==> src/rtl/alu_bist.sv <==
`timescale 1ns/1ps
`default_nettype none
// ============================================================================
//  Module   : alu_bist
//  Purpose  : Built-in self-test sequencer for a 32-bit ALU. On start it
//             latches two seeds and walks 15 vectors (3 operand pairs x 5
//             operations). For each vector it drives operands and an op code,
//             waits SETTLE cycles, and then compares the ALU result and zero
//             flag against a locally computed reference.
//  Ports    : clk          - rising-edge clock
//             rst          - asynchronous reset, active low
//             start        - one-cycle run request, honoured only in IDLE
//             seed_a/b     - operand seeds, captured when a run is accepted
//             alu_result   - result returned by the ALU under test
//             alu_zero     - zero flag returned by the ALU under test
//             alu_a/b      - registered operands driven to the ALU
//             alu_control  - registered ALU op code
//             busy         - run in progress
//             done         - one-cycle completion pulse
//             pass         - last run had no mismatches
//             fail_count   - mismatching vectors in last run
//             first_fail   - index of first mismatching vector (F = none)
//  Revision : 1.0 - initial release
// ============================================================================
module alu_bist #(
  parameter int SETTLE = 1
) (
  input  logic        clk,
  input  logic        rst,
  input  logic        start,
  input  logic [31:0] seed_a,
  input  logic [31:0] seed_b,
  input  logic [31:0] alu_result,
  input  logic        alu_zero,
  output logic [31:0] alu_a,
  output logic [31:0] alu_b,
  output logic [2:0]  alu_control,
  output logic        busy,
  output logic        done,
  output logic        pass,
  output logic [3:0]  fail_count,
  output logic [3:0]  first_fail
);

  typedef enum logic [2:0] {
    ST_IDLE   = 3'd0,
    ST_DRIVE  = 3'd1,
    ST_SETTLE = 3'd2,
    ST_CHECK  = 3'd3,
    ST_FINISH = 3'd4
  } state_t;

  localparam logic [3:0] LAST_VEC     = 4'd14;
  localparam logic [3:0] NO_FAIL      = 4'hF;
  localparam logic [2:0] LAST_OP      = 3'd4;
  // Cycles spent in SETTLE beyond the one that DRIVE->CHECK always costs.
  localparam logic [3:0] SETTLE_EXTRA = 4'(SETTLE - 1);

  state_t      state_q, state_d;
  logic [31:0] seed_a_q, seed_a_d;
  logic [31:0] seed_b_q, seed_b_d;
  logic [1:0]  pair_q, pair_d;
  logic [2:0]  op_q, op_d;
  logic [3:0]  wait_q, wait_d;
  logic [31:0] alu_a_q, alu_a_d;
  logic [31:0] alu_b_q, alu_b_d;
  logic [2:0]  alu_control_q, alu_control_d;
  logic        busy_q, busy_d;
  logic        done_q, done_d;
  logic        pass_q, pass_d;
  logic [3:0]  fail_count_q, fail_count_d;
  logic [3:0]  first_fail_q, first_fail_d;

  logic [31:0] exp_result;
  logic        exp_zero;
  logic        mismatch;
  logic [3:0]  vec_idx;

  // Op position within a pair -> ALU op code (AND, OR, ADD, SUB, SLT).
  function automatic logic [2:0] op_code(input logic [2:0] pos);
    case (pos)
      3'd0:    op_code = 3'b000;
      3'd1:    op_code = 3'b001;
      3'd2:    op_code = 3'b010;
      3'd3:    op_code = 3'b110;
      default: op_code = 3'b111;
    endcase
  endfunction

  // Reference is computed from the registered drive values so it always
  // describes exactly what the ALU is currently seeing.
  always_comb begin
    exp_result = 32'd0;
    case (alu_control_q)
      3'b000:  exp_result = alu_a_q & alu_b_q;
      3'b001:  exp_result = alu_a_q | alu_b_q;
      3'b010:  exp_result = alu_a_q + alu_b_q;
      3'b110:  exp_result = alu_a_q - alu_b_q;
      3'b111:  exp_result = {31'd0, ($signed(alu_a_q) < $signed(alu_b_q))};
      default: exp_result = 32'd0;
    endcase
  end

  assign exp_zero = (exp_result == 32'd0);
  assign mismatch = (alu_result != exp_result) || (alu_zero != exp_zero);
  // pair*5 + op, built from shifts so no multiplier is implied.
  assign vec_idx  = {pair_q, 2'b00} + {2'b00, pair_q} + {1'b0, op_q};

  always_comb begin
    state_d       = state_q;
    seed_a_d      = seed_a_q;
    seed_b_d      = seed_b_q;
    pair_d        = pair_q;
    op_d          = op_q;
    wait_d        = wait_q;
    alu_a_d       = alu_a_q;
    alu_b_d       = alu_b_q;
    alu_control_d = alu_control_q;
    busy_d        = busy_q;
    done_d        = 1'b0;
    pass_d        = pass_q;
    fail_count_d  = fail_count_q;
    first_fail_d  = first_fail_q;

    case (state_q)
      ST_IDLE: begin
        if (start) begin
          seed_a_d     = seed_a;
          seed_b_d     = seed_b;
          pair_d       = 2'd0;
          op_d         = 3'd0;
          fail_count_d = 4'd0;
          first_fail_d = NO_FAIL;
          pass_d       = 1'b0;
          busy_d       = 1'b1;
          state_d      = ST_DRIVE;
        end
      end

      ST_DRIVE: begin
        // Pair 0 = (A,B), pair 1 = (B,A), pair 2 = (A,A).
        alu_a_d       = (pair_q == 2'd1) ? seed_b_q : seed_a_q;
        alu_b_d       = (pair_q == 2'd0) ? seed_b_q : seed_a_q;
        alu_control_d = op_code(op_q);
        wait_d        = SETTLE_EXTRA;
        state_d       = (SETTLE_EXTRA != 4'd0) ? ST_SETTLE : ST_CHECK;
      end

      ST_SETTLE: begin
        if (wait_q <= 4'd1) begin
          state_d = ST_CHECK;
        end else begin
          wait_d = wait_q - 4'd1;
        end
      end

      ST_CHECK: begin
        if (mismatch) begin
          fail_count_d = fail_count_q + 4'd1;
          if (first_fail_q == NO_FAIL) begin
            first_fail_d = vec_idx;
          end
        end
        if (vec_idx == LAST_VEC) begin
          state_d = ST_FINISH;
        end else begin
          state_d = ST_DRIVE;
          if (op_q == LAST_OP) begin
            op_d   = 3'd0;
            pair_d = pair_q + 2'd1;
          end else begin
            op_d = op_q + 3'd1;
          end
        end
      end

      ST_FINISH: begin
        // start is deliberately not sampled here; it is honoured next IDLE.
        done_d  = 1'b1;
        pass_d  = (fail_count_q == 4'd0);
        busy_d  = 1'b0;
        state_d = ST_IDLE;
      end

      default: state_d = ST_IDLE;
    endcase
  end

  always_ff @(posedge clk or negedge rst) begin
    if (!rst) begin
      state_q       <= ST_IDLE;
      seed_a_q      <= 32'd0;
      seed_b_q      <= 32'd0;
      pair_q        <= 2'd0;
      op_q          <= 3'd0;
      wait_q        <= 4'd0;
      alu_a_q       <= 32'd0;
      alu_b_q       <= 32'd0;
      alu_control_q <= 3'b000;
      busy_q        <= 1'b0;
      done_q        <= 1'b0;
      pass_q        <= 1'b0;
      fail_count_q  <= 4'd0;
      first_fail_q  <= NO_FAIL;
    end else begin
      state_q       <= state_d;
      seed_a_q      <= seed_a_d;
      seed_b_q      <= seed_b_d;
      pair_q        <= pair_d;
      op_q          <= op_d;
      wait_q        <= wait_d;
      alu_a_q       <= alu_a_d;
      alu_b_q       <= alu_b_d;
      alu_control_q <= alu_control_d;
      busy_q        <= busy_d;
      done_q        <= done_d;
      pass_q        <= pass_d;
      fail_count_q  <= fail_count_d;
      first_fail_q  <= first_fail_d;
    end
  end

  assign alu_a       = alu_a_q;
  assign alu_b       = alu_b_q;
  assign alu_control = alu_control_q;
  assign busy        = busy_q;
  assign done        = done_q;
  assign pass        = pass_q;
  assign fail_count  = fail_count_q;
  assign first_fail  = first_fail_q;

endmodule
`default_nettype wire

==> config.mk <==
export PLATFORM = sky130hd
export DESIGN_NAME = alu_bist
export DESIGN_NICKNAME = d
export VERILOG_FILES = /design/src/rtl/alu_bist.sv
export SDC_FILE = /design/constraint.sdc
export NUM_CORES = 1
export LEC_CHECK = 0
export CORE_MARGIN = 2
export CORE_UTILIZATION = 60
export CTS_CLUSTER_DIAMETER = 80
export DETAILED_ROUTE_END_ITERATION = 8
export PLACE_DENSITY_LB_ADDON = 0.1
export SYNTH_ARGS = -nofsm -noshare
export SYNTH_HDL_FRONTEND = slang
export SYNTH_SLANG_ARGS = --single-unit
==> constraint.sdc <==
create_clock -name clk -period 9.36 [get_ports clk]
set_clock_uncertainty 0.05 [all_clocks]
set_input_delay 1.872 -clock clk [delete_from_list [all_inputs] [get_ports clk]]
set_output_delay 1.872 -clock clk [all_outputs]
set_load 0.02 [all_outputs]
Word level (Yosys, flattened, before mapping) --
Index checks and enable logic that the tools add are counted. Widths: inputs -> output; s select.
Word-level totals: logic and storage cells 98, register bits after elaboration 154, input port bits 100
Operators by class: magnitude comparators 2, eq/ne operators 24, add/sub/neg operators 8, bitwise gates (word level) 2, reduce and logical (&&, ||, !) cells 18, mux-type cells 30
Operators with widths (number):
- $pmux 32 s5 | 1
- $mux 32 | 2
- $add 32x32->32 | 1
- $and 32x32->32 | 1
- $logic_not 32->1 | 1
- $lt 32x32->1 | 1
- $ne 32x32->1 | 1
- $or 32x32->32 | 1
- $sub 32x32->32 | 1
- $mux 4 | 6
- $pmux 3 s4 | 2
- $pmux 4 s2 | 3
- $mux 3 | 6
- $eq 3x2->1 const B | 5
- $ne 2x2->1 const B | 7
- $eq 3x3->1 const B | 4
- $eq 3x1->1 const B | 3
- $logic_not 3->1 | 3
- $eq 4x4->1 const B | 2
- $reduce_and 2->1 | 4
- $reduce_and 4->1 | 2
- $mux 2 | 3
- $pmux 3 s2 | 1
- $reduce_and 3->1 | 2
- 16 further kinds | 21

Depth between registers and ports, before layout --
Gate-level depths: netlist of the first run.
word-level depth 7, depth in mapped cells 18, gate-level depth less buffers 16

Worst setup path before layout of the first run --
OpenSTA, ideal clock, no wires.
path type register to register, start point register alu_a_q[0] (netlist: alu_a[0]), end point register fail_count_q[1] (netlist: fail_count[1]), clock period less this slack 4.609 ns, buffers on the path 1, slack 4.751 ns, stages on the path, launching flop included 18, setup time 0.125 ns, arrival time 4.434 ns, cell sequence dfrtp_1 inv_1 ha_1 fa_1 o21ba_1 or4_4 a21oi_4 o21ai_1 mux2i_1 or4_1 a2111oi_0 o2111a_1 nand4_1 nor4_2 nand3_1 a22o_1 buf_6 mux2_4
On the way: word-level cells in the longest chain between the ends 7, elaborated cells between the ends (all ways) 12
RTL lines:
- start, declared | line 65 | logic [31:0] alu_a_q, alu_a_d;
- start signal, assigned | line 212 | alu_a_q <= alu_a_d;
- $sub 32x32->32 (tied with other cells) | line 98 | 3'b110: exp_result = alu_a_q - alu_b_q;
- $pmux 32 s5 (*) | line 94 | case (alu_control_q)
- $logic_not 32->1 | line 104 | assign exp_zero = (exp_result == 32'd0);
- $ne 1x1->1 | line 105 | assign mismatch = (alu_result != exp_result) || (alu_zero != exp_zero);
- $logic_or 1x1->1 (*) | line 105
- $ne 2x2->1 (no source line) (*)
- $reduce_and 3->1 (no source line) (*)
- end signal, assigned | line 218 | fail_count_q <= fail_count_d;
- end, declared | line 71 | logic [3:0] fail_count_q, fail_count_d;
Mark *: on every way between the ends. The rest lies on a longest branch, timed or not. A chain may end at the register's enable or synchronous reset.

Worst setup path after layout of the first run --
start point register alu_a_q[4] (netlist: alu_a[4]), end point register fail_count_q[1] (netlist: fail_count[1])
The elaborated chain is that of the path after synthesis.

==> results of run 1 <==
[flip-flops by register name, summed over array words and instances, names as in the netlist]
| signal | flops |
|---|---|
| fail_count | 4 |
| seed_b_q | 32 |
| wait_q | 4 |
| alu_a | 32 |
| alu_b | 32 |
| seed_a_q | 32 |
| busy | 1 |
| pass | 1 |
| done | 1 |
| alu_control | 3 |
| pair_q | 2 |
| state_q | 3 |
| op_q | 3 |
| first_fail | 4 |
[cell type report]
type	count	area share, %
clock buffers	18	2.67
clock inverters	14	1.11
inverters	132	3.09
multi-input cells	1357	55.2
flip-flops and latches	154	24.0
well taps	285	2.22
repair buffers	190	11.7
[cell families (layout without fill, tap and decap cells)]
| logic type | Yosys count | in the layout | synth area share [%] |
|---|---|---|---|
| buffers and inverters | 231 | 354 | 6.72 |
| muxes | 107 | 107 | 7.93 |
| and+or+nand+nor | 674 | 674 | 23.1 |
| xor gates and xnor gates | 34 | 34 | 2.19 |
| AOI/OAI and AO/OA | 429 | 429 | 21.2 |
| DFF | 154 | 154 | 28.3 |
| adders and majority gates | 113 | 113 | 10.5 |
[synthesized netlist by cell type, drive strengths merged (15+ instances only)]
library cell,number
buf,31
xor2,15
nand4,19
o21ai,61
nor2b,26
a21o,18
a211oi,21
ha,110
o211ai,27
a31oi,15
nand3,33
nor2,153
nand2,287
mux2i,103
dfrtp,150
nor3,41
o31ai,15
nor4,32
a21oi,154
inv,132
clkbuf,68
xnor2,19
[metal layers]
| layer | wire length (um) | part of all wire (%) | up-vias | GRT usage, % |
|---|---|---|---|---|
| met5 | 0 | 0 | - | 0 |
| met4 | 1290 | 2.7 | 0 | 12.1 |
| met3 | 4810 | 10 | 121 | 5.94 |
| met2 | 21200 | 44 | 876 | 61.8 |
| met1 | 20300 | 43 | 6697 | 57.0 |
| li1 | - | - | 6353 | - |
[path summary, 6_finish.rpt]
check                      depth (start not counted)       endpoint
min in group asynchronous                          1      alu_b[23]
setup / recovery                                  15  fail_count[1]
hold / removal                                     2   seed_b_q[27]
setup reg to reg                                  15  fail_count[1]
hold reg to reg                                    2   seed_b_q[27]
max in group asynchronous                          2       alu_a[7]
[through the flow]
step	setup slack [ns]	hold slack, ns	utilization, %
2_1_floorplan	4.75	0.416	-
3_3_place_gp	4.23	0.430	68.8
3_5_place_dp	4.16	0.435	68.8
4_1_cts	4.11	0.454	71.5
5_1_grt	3.67	0.481	71.5
6_report	3.94	0.453	71.5
[tightest hold or removal path, stage by stage (launching register included)]
cell,delay (ns)
sky130_fd_sc_hd__dfrtp_1,0.36
sky130_fd_sc_hd__nand2_1,0.05
sky130_fd_sc_hd__nand2_1,0.06
==> impl_metrics.tcl, run 1 <==
set metrics [dict create \
    run_status "completed" \
    design.die.area_um2 23900 \
    final.setup.tns_ns 0 \
    netlist_instances 1742 \
    grt_pass1_vias 13600 \
    crit_fanout 13 \
    layout_commonest_cell "sky130_fd_sc_hd__nand2_1" \
    drtIter0Drc 1617 \
    initial_core_util_pct 60.7 \
    totalWireLength_mm 47.6 \
    critical_r2r_launch "alu_a[4]" \
    maxCapViolCount 0 \
    final_cell_count_no_fill 2150 \
    timing_max_transition_violations_final 0 \
    multiInputGateArea_um2 8860 \
    rsz0062_at_grt "no" \
    post_cts_resized 0 \
    criticalPathCategory "flop to flop" \
    yosys-top-cells-area "sky130_fd_sc_hd__dfrtp_1 (28%), sky130_fd_sc_hd__ha_1 (10%), sky130_fd_sc_hd__nand2_1 (7.9%)" \
    synth_top_cell_by_area "sky130_fd_sc_hd__dfrtp_1" \
    wl_per_cell_um 22.1 \
    slew_headroom_pct 22.0 \
    postSynth.topFlopCell "sky130_fd_sc_hd__dfrtp_1" \
    clock_sink_count 154 \
    grt_antenna_before_repair 0 \
    stdcell_area_um2 16100 \
    worst_setup_path_startpoint "alu_a[4]" \
    holdBufCountCts 0 \
    numCtsBuffers 17 \
    postRouteAntennaNets 0 \
    drt_pass1_iterations 5 \
    placement.cell_area_um2 15400 \
    grt_max_degree 107 \
    min-delay-path-class "flop to flop" \
    avgViaCountPerCell 6.53 \
    final_min_period_over_clock_period_pct 57.9 \
    timing.final.hold_violations 0 \
    synth-async-reset-ratio_pct 100 \
    drc_errors 0 \
    min_period_ns 5.42 \
    cts_max_level 4 \
    die_width_um 155 \
    cts.root.buffer_cell "sky130_fd_sc_hd__clkbuf_16" \
    die_y_um 155 \
    synth.cell_area_um2 13600 \
    gp_congestion 0.992 \
    worstSetupEndpointType "flop" \
    yosys_warnings 0 \
    timing_worst_slew_pin_value_ns 1.17 \
    cpLargestDelayFamily "compound AO/OA/AOI/OAI gates" \
    postSynthRegisterBits 154 \
    setup_violations 0 \
    drive_above_1_share_pct 5.36 \
    yosysUniqueCellTypes 95 \
    synth_edf_count 0 \
    postCtsSetupRepairBufs 0 \
    nets 2065 \
    antenna_cells_inserted 0 \
    f_max_mhz 185 \
    wire_length_of_the_first_global_routing_pass_mm 75.0 \
    mappedNetlistNets 1955 \
    port-buffer-count 177 \
    synth_top_cell_area_share_pct 27.6 \
    ff_latch_area_um2 3860 \
    floorplan.rows 55 \
    cp-start-kind "flop" \
    area_delta_synth_final_pct 17.9 \
    cts.clk_slew.worst_paths_ns 0.07 \
    crit_path_max_incr_delay_ns 0.63 \
    clock_path_buffers 2 \
    n_fill_cell 1748 \
    timing.critical_path.required_ns 9.63 \
    data_arrival_time_of_the_critical_path_ns 5.69 \
    dp_cells 2118 \
    clk_latency_ns 0.43 \
    post-dp-hpwl_mm 34.4 \
    worst-path-buf-inv 2 \
    worstHoldStart "seed_b_q[27]" \
    placeableCoreArea_um2 22400 \
    cp_max_stage_cell "sky130_fd_sc_hd__a2111oi_0" \
    yosysSeqAreaShare_pct 28.3 \
    synth.avg_cell_area_um2 7.82 \
    most_frequent_cells_in_the_layout "sky130_fd_sc_hd__nand2_1 (286), sky130_fd_sc_hd__clkdlybuf4s50_1 (176), sky130_fd_sc_hd__nor2_1 (152), sky130_fd_sc_hd__a21oi_1 (152), sky130_fd_sc_hd__dfrtp_1 (149)" \
    regToRegSetupSlack_ns 3.94 \
    tritoncts "built" \
    top_level_ports 178 \
    vias 14000 \
    grt_util_all_layers_pct 39.6 \
    crit_chain "inv_1 -> ha_1 -> inv_1 -> a21oi_1 -> a2111oi_4 -> o2111ai_1 -> nand4_1 -> a2111oi_0 -> o31ai_1 -> o21ai_0 -> o211ai_1 -> a21oi_1 -> nor2_1 -> a22o_1 -> mux2_4" \
    grt-ovfl-total 0 \
]
Power of run 1 is not shown: default switching activity piles up to over one toggle a cycle in this logic, so the estimate is an artifact.
==> run 2, diff against run 1 <==
--- a/config.mk
+++ b/config.mk
@@ -6,7 +6,7 @@
 export NUM_CORES = 1
 export LEC_CHECK = 0
 export CORE_MARGIN = 2
-export CORE_UTILIZATION = 60
+export CORE_UTILIZATION = 57
 export CTS_CLUSTER_DIAMETER = 80
 export DETAILED_ROUTE_END_ITERATION = 8
 export PLACE_DENSITY_LB_ADDON = 0.1
==> constraint.sdc (replaced) <==
create_clock -name clk -period 5.2 [get_ports clk]
set_clock_uncertainty 0.05 [all_clocks]
set_input_delay 1.04 -clock clk [delete_from_list [all_inputs] [get_ports clk]]
set_output_delay 1.04 -clock clk [all_outputs]
set_load 0.02 [all_outputs]
==> run 2 against run 1 <==
Against the previous run: maximum frequency grew 9.2%; sequential cell count did not move; first-iteration DRC count is 4.0% lower; setup slack lost 3.7 ns; final cell count up 4.0%; via count is 1.2% higher; design area grew 2.9%; non-clock buffer count increased by 51; critical path type unchanged; critical endpoint is now fail_count[2]; highest routed layer unchanged.
==> impl_metrics.tcl, run 2 (synthesis results as in run 1) <==
set metrics [dict create \
    clk_latency_ns 0.44 \
    dp_slack_ns 0.157 \
    cpLargestDelayFamily "compound AO/OA/AOI/OAI gates" \
    crit_fanout 6 \
    min_period_ns 4.96 \
    crit_path_max_incr_delay_ns 0.50 \
    maxCapViolCount 0 \
    run_status "completed" \
    clock_sink_count 154 \
    timing_worst_slew_pin_value_ns 1.15 \
    drtIter0Drc 1553 \
    area_delta_synth_final_pct 21.3 \
    floorplan.rows 56 \
    grt_max_degree 87 \
    cts.root.buffer_cell "sky130_fd_sc_hd__clkbuf_16" \
    criticalPathCategory "flop to flop" \
    tritoncts "built" \
    placement.cell_area_um2 15900 \
    cp-start-kind "flop" \
    avgViaCountPerCell 6.36 \
    drc_errors 0 \
    antenna_cells_inserted 0 \
    timing.final.hold_violations 0 \
    cts.clk_slew.worst_paths_ns 0.07 \
    final_min_period_over_clock_period_pct 95.4 \
    crit_chain "inv_1 -> ha_1 -> fa_1 -> o21ba_1 -> or4_4 -> a21oi_4 -> o21ai_1 -> mux2i_1 -> or4_1 -> a2111oi_2 -> o2111a_1 -> nand4_1 -> nor4_2 -> nand3_2 -> a22o_4 -> buf_4 -> o211ai_1" \
    clock_path_buffers 2 \
    setup_violations 0 \
    worst-path-buf-inv 2 \
    stdcell_area_um2 16500 \
    slew_headroom_pct 23.4 \
    placeableCoreArea_um2 23500 \
    die_y_um 159 \
    timing_max_transition_violations_final 0 \
    final.setup.tns_ns 0 \
    timing.critical_path.required_ns 5.49 \
    post-dp-hpwl_mm 36.2 \
    most_frequent_cells_in_the_layout "sky130_fd_sc_hd__nand2_1 (286), sky130_fd_sc_hd__clkdlybuf4s50_1 (176), sky130_fd_sc_hd__nor2_1 (153)" \
    vias 14200 \
    grt_util_all_layers_pct 38.0 \
    grt-ovfl-total 0 \
    layout_setup_ws_ns 0.239 \
    grt_pass1_vias 13300 \
    data_arrival_time_of_the_critical_path_ns 5.25 \
    die_width_um 159 \
    port-buffer-count 177 \
    grt_antenna_before_repair 0 \
    drive_above_1_share_pct 8.35 \
    numCtsBuffers 17 \
    nets 2116 \
    min-delay-path-class "flop to flop" \
    top_level_ports 178 \
    postRouteAntennaNets 0 \
    design.die.area_um2 25100 \
    wl_per_cell_um 21.5 \
    postLayoutCoreUtil_pct 70.3 \
    holdBufCountCts 0 \
    totalWireLength_mm 48.0 \
    gp_congestion 1.04 \
    cp_max_stage_cell "sky130_fd_sc_hd__or4_1" \
    worstSetupEndpointType "flop" \
    initial_core_util_pct 58.0 \
    f_max_mhz 202 \
    wire_length_of_the_first_global_routing_pass_mm 73.5 \
    drt_pass1_iterations 6 \
    layout_commonest_cell "sky130_fd_sc_hd__nand2_1" \
    cts_max_level 4 \
]
==> run 2: worst reg2reg max path, stage by stage, from the launching register on <==
cell	delay [ns]
sky130_fd_sc_hd__dfrtp_1	0.41
sky130_fd_sc_hd__inv_1	0.09
sky130_fd_sc_hd__ha_1	0.26
sky130_fd_sc_hd__fa_1	0.39
sky130_fd_sc_hd__o21ba_1	0.21
sky130_fd_sc_hd__or4_4	0.47
sky130_fd_sc_hd__a21oi_4	0.22
sky130_fd_sc_hd__o21ai_1	0.13
sky130_fd_sc_hd__mux2i_1	0.17
sky130_fd_sc_hd__or4_1	0.50
sky130_fd_sc_hd__a2111oi_2	0.42
sky130_fd_sc_hd__o2111a_1	0.24
sky130_fd_sc_hd__nand4_1	0.11
sky130_fd_sc_hd__nor4_2	0.30
sky130_fd_sc_hd__nand3_2	0.23
sky130_fd_sc_hd__a22o_4	0.35
sky130_fd_sc_hd__buf_4	0.16
sky130_fd_sc_hd__o211ai_1	0.17
==> run 2: repair_timing <==
item	4_1_cts	5_1_grt
setup buffers	0	3
resized for setup	0	12
setup endpoints to repair	0	8
==> run 2: routing by layer <==
layer | global-route usage, % | wire, um
met5 | 0 | 0
met4 | 11.2 | 1350
met3 | 7.65 | 4610
met2 | 57.8 | 21100
met1 | 54.7 | 21000
==> run 2: per-stage QoR <==
step,hold slack (ns),cells
5_1_grt,0.486,2235
4_1_cts,0.457,2232
6_report,0.456,2235
3_3_place_gp,0.429,2200
3_5_place_dp,0.434,2200
2_1_floorplan,0.416,1742
==> run 2: cell type report <==
cell class / instances / area [um^2]
Inverter: 132 / 495
Fill cell: 1851 / 6960
Clock buffer: 18 / 429
Clock inverter: 14 / 155
Multi-Input combinational cell: 1357 / 8910
Tap cell: 319 / 399
Sequential cell: 154 / 3860
Timing Repair Buffer: 241 / 2270
==> run 2: path summary, 6_finish.rpt <==
kind | startpoint | to | slack (ns) | depth (start not counted)
setup / recovery | alu_a[0] | fail_count[2] | 0.24 | 17
hold / removal | seed_a_q[15] | seed_a_q[15] | 0.46 | 2
setup reg to reg | alu_a[0] | fail_count[2] | 0.24 | 17
hold reg to reg | seed_a_q[15] | seed_a_q[15] | 0.46 | 2
max in group asynchronous | rst | alu_a[28] | 3.42 | 2
min in group asynchronous | rst | seed_b_q[1] | 0.61 | 1
Power of run 2 is left out for the same reason.
==> run 3, diff against run 2 <==
==> constraint.sdc (replaced) <==
create_clock -name clk -period 5.2 [get_ports clk]
set_clock_uncertainty 0.05 [all_clocks]
set_input_delay 1.3 -clock clk [delete_from_list [all_inputs] [get_ports clk]]
set_output_delay 1.3 -clock clk [all_outputs]
set_load 0.02 [all_outputs]
==> run 3 against run 2 <==
Against the previous run: critical path depth decreased by 1; clock-buffer cell count is the same; first-iteration DRC count is 8.0% lower; maximum frequency about the same; die area did not move; critical endpoint is now first_fail[1]; final cell count is 0.45% higher; wire length fell by 2.3%; design area up 0.15%; sequential cell count stayed put.
==> impl_metrics.tcl, run 3 (synthesis results as in run 1) <==
set metrics [dict create \
    run_status "completed" \
    grt-ovfl-total 0 \
    design.die.area_um2 25100 \
    floorplan.rows 56 \
    area_delta_synth_final_pct 21.4 \
    cts.clk_slew.worst_paths_ns 0.07 \
    cp-start-kind "flop" \
    final.setup.tns_ns 0 \
    criticalPathCategory "flop to flop" \
    cell_depth_of_the_worst_setup_path 16 \
    cts_max_level 4 \
    avgViaCountPerCell 6.22 \
    most_frequent_cells_in_the_layout "sky130_fd_sc_hd__nand2_1 (286), sky130_fd_sc_hd__clkdlybuf4s50_1 (176), sky130_fd_sc_hd__nor2_1 (153)" \
    totalWireLength_mm 46.9 \
    wire_length_of_the_first_global_routing_pass_mm 71.7 \
    layout_setup_ws_ns 0.236 \
    placeableCoreArea_um2 23500 \
    crit_fanout 13 \
    drt_pass1_iterations 5 \
    crit_path_max_incr_delay_ns 0.68 \
    cpLargestDelayFamily "compound AO/OA/AOI/OAI gates" \
    regToRegSetupSlack_ns 0.24 \
    slew_headroom_pct 24.4 \
    timing.critical_path.required_ns 5.49 \
    die_width_um 159 \
    nets 2126 \
    grt_pass1_vias 12900 \
    drc_errors 0 \
    top_level_ports 178 \
    timing.final.hold_violations 0 \
    timing_max_transition_violations_final 0 \
    initial_core_util_pct 58.0 \
    holdBufCountCts 0 \
    crit_chain "inv_1 -> ha_1 -> a21o_1 -> a21oi_1 -> a2111oi_2 -> o211a_1 -> a211oi_1 -> o211ai_1 -> xor2_1 -> a2111oi_0 -> nand4_1 -> nor4_2 -> nand3_2 -> a22o_4 -> buf_4 -> a31oi_1" \
    min-delay-path-class "flop to flop" \
    critical_r2r_launch "alu_b[4]" \
    drtIter0Drc 1428 \
    wl_per_cell_um 20.9 \
    grt_max_degree 107 \
    worst_r2r_path_depth 16 \
    tritoncts "built" \
    maxCapViolCount 0 \
    grt_antenna_before_repair 0 \
    whs_path_depth 2 \
    vias 14000 \
    post-dp-hpwl_mm 35.6 \
    clk_latency_ns 0.43 \
    min_period_ns 4.96 \
    timing_worst_slew_pin_value_ns 1.13 \
    cts.root.buffer_cell "sky130_fd_sc_hd__clkbuf_16" \
    rsz0062_at_grt "no" \
    worstHoldStart "seed_a_q[0]" \
    data_arrival_time_of_the_critical_path_ns 5.26 \
    postRouteAntennaNets 0 \
    port-buffer-count 177 \
    worstSetupEndpointType "flop" \
    worst_setup_path_startpoint "alu_b[4]" \
    holdPathEnd "seed_a_q[0]" \
    numCtsBuffers 17 \
    gp_congestion 1.01 \
    worst-path-buf-inv 2 \
    antenna_cells_inserted 0 \
    layout_commonest_cell "sky130_fd_sc_hd__nand2_1" \
    die_y_um 159 \
    n_fill_cell 1933 \
    final_min_period_over_clock_period_pct 95.5 \
    clock_path_buffers 2 \
    dp_slack_ns 0.0881 \
    grt_util_all_layers_pct 37.1 \
    f_max_mhz 201 \
    drive_above_1_share_pct 8.52 \
    setup_violations 0 \
    clock_sink_count 154 \
    cp_max_stage_cell "sky130_fd_sc_hd__a2111oi_2" \
    crit-reg2reg-capture "first_fail[1]" \
]
-- run 3: cell type report --
type | count | area (um^2) | area share, %
inverters | 132 | 495 | 3.00
well taps | 319 | 399 | 2.41
repair buffers | 251 | 2330 | 14.1
clock inverters | 14 | 135 | 0.817
flip-flops and latches | 154 | 3860 | 23.3
clock buffers | 18 | 429 | 2.60
multi-input cells | 1357 | 8890 | 53.8
-- run 3: worst max path at each step --
stage | to
after global placement | fail_count[1]
after floorplan | fail_count[1]
after CTS | first_fail[1]
after detailed placement | first_fail[1]
after global routing | first_fail[1]
final | first_fail[1]
-- run 3: what timing repair did --
action	CTS	global route
resized for setup	0	6
endpoints found under the setup margin	0	7
setup buffers	0	1
-- run 3: stage by stage --
step | utilization, % | cell area [um^2] | std cells | hold WS, ns
floorplan | - | 13600 | 1742 | 0.416
global placement | 67.9 | 15900 | 2212 | 0.429
detailed placement | 67.9 | 15900 | 2212 | 0.434
CTS | 70.3 | 16500 | 2244 | 0.450
global route | 70.5 | 16500 | 2245 | 0.478
finish | 70.5 | 16500 | 2245 | 0.447
-- run 3: layer usage --
metal,up-vias,wire [um],GRT usage (%)
met2,703,20600,55.9
met4,0,1100,10.7
met1,6706,21000,55.0
met5,-,0,0
met3,77,4200,5.74
li1,6469,-,-
-- run 3: worst reg2reg max path, stage by stage (launching register included) --
cell and delay, ns:
sky130_fd_sc_hd__dfrtp_1 0.46, sky130_fd_sc_hd__inv_1 0.10, sky130_fd_sc_hd__ha_1 0.54, sky130_fd_sc_hd__a21o_1 0.27
sky130_fd_sc_hd__a21oi_1 0.12, sky130_fd_sc_hd__a2111oi_2 0.68, sky130_fd_sc_hd__o211a_1 0.22, sky130_fd_sc_hd__a211oi_1 0.05
sky130_fd_sc_hd__o211ai_1 0.36, sky130_fd_sc_hd__xor2_1 0.11, sky130_fd_sc_hd__a2111oi_0 0.50, sky130_fd_sc_hd__nand4_1 0.18
sky130_fd_sc_hd__nor4_2 0.30, sky130_fd_sc_hd__nand3_2 0.22, sky130_fd_sc_hd__a22o_4 0.34, sky130_fd_sc_hd__buf_4 0.17
sky130_fd_sc_hd__a31oi_1 0.21
Power of run 3 is left out for the same reason.
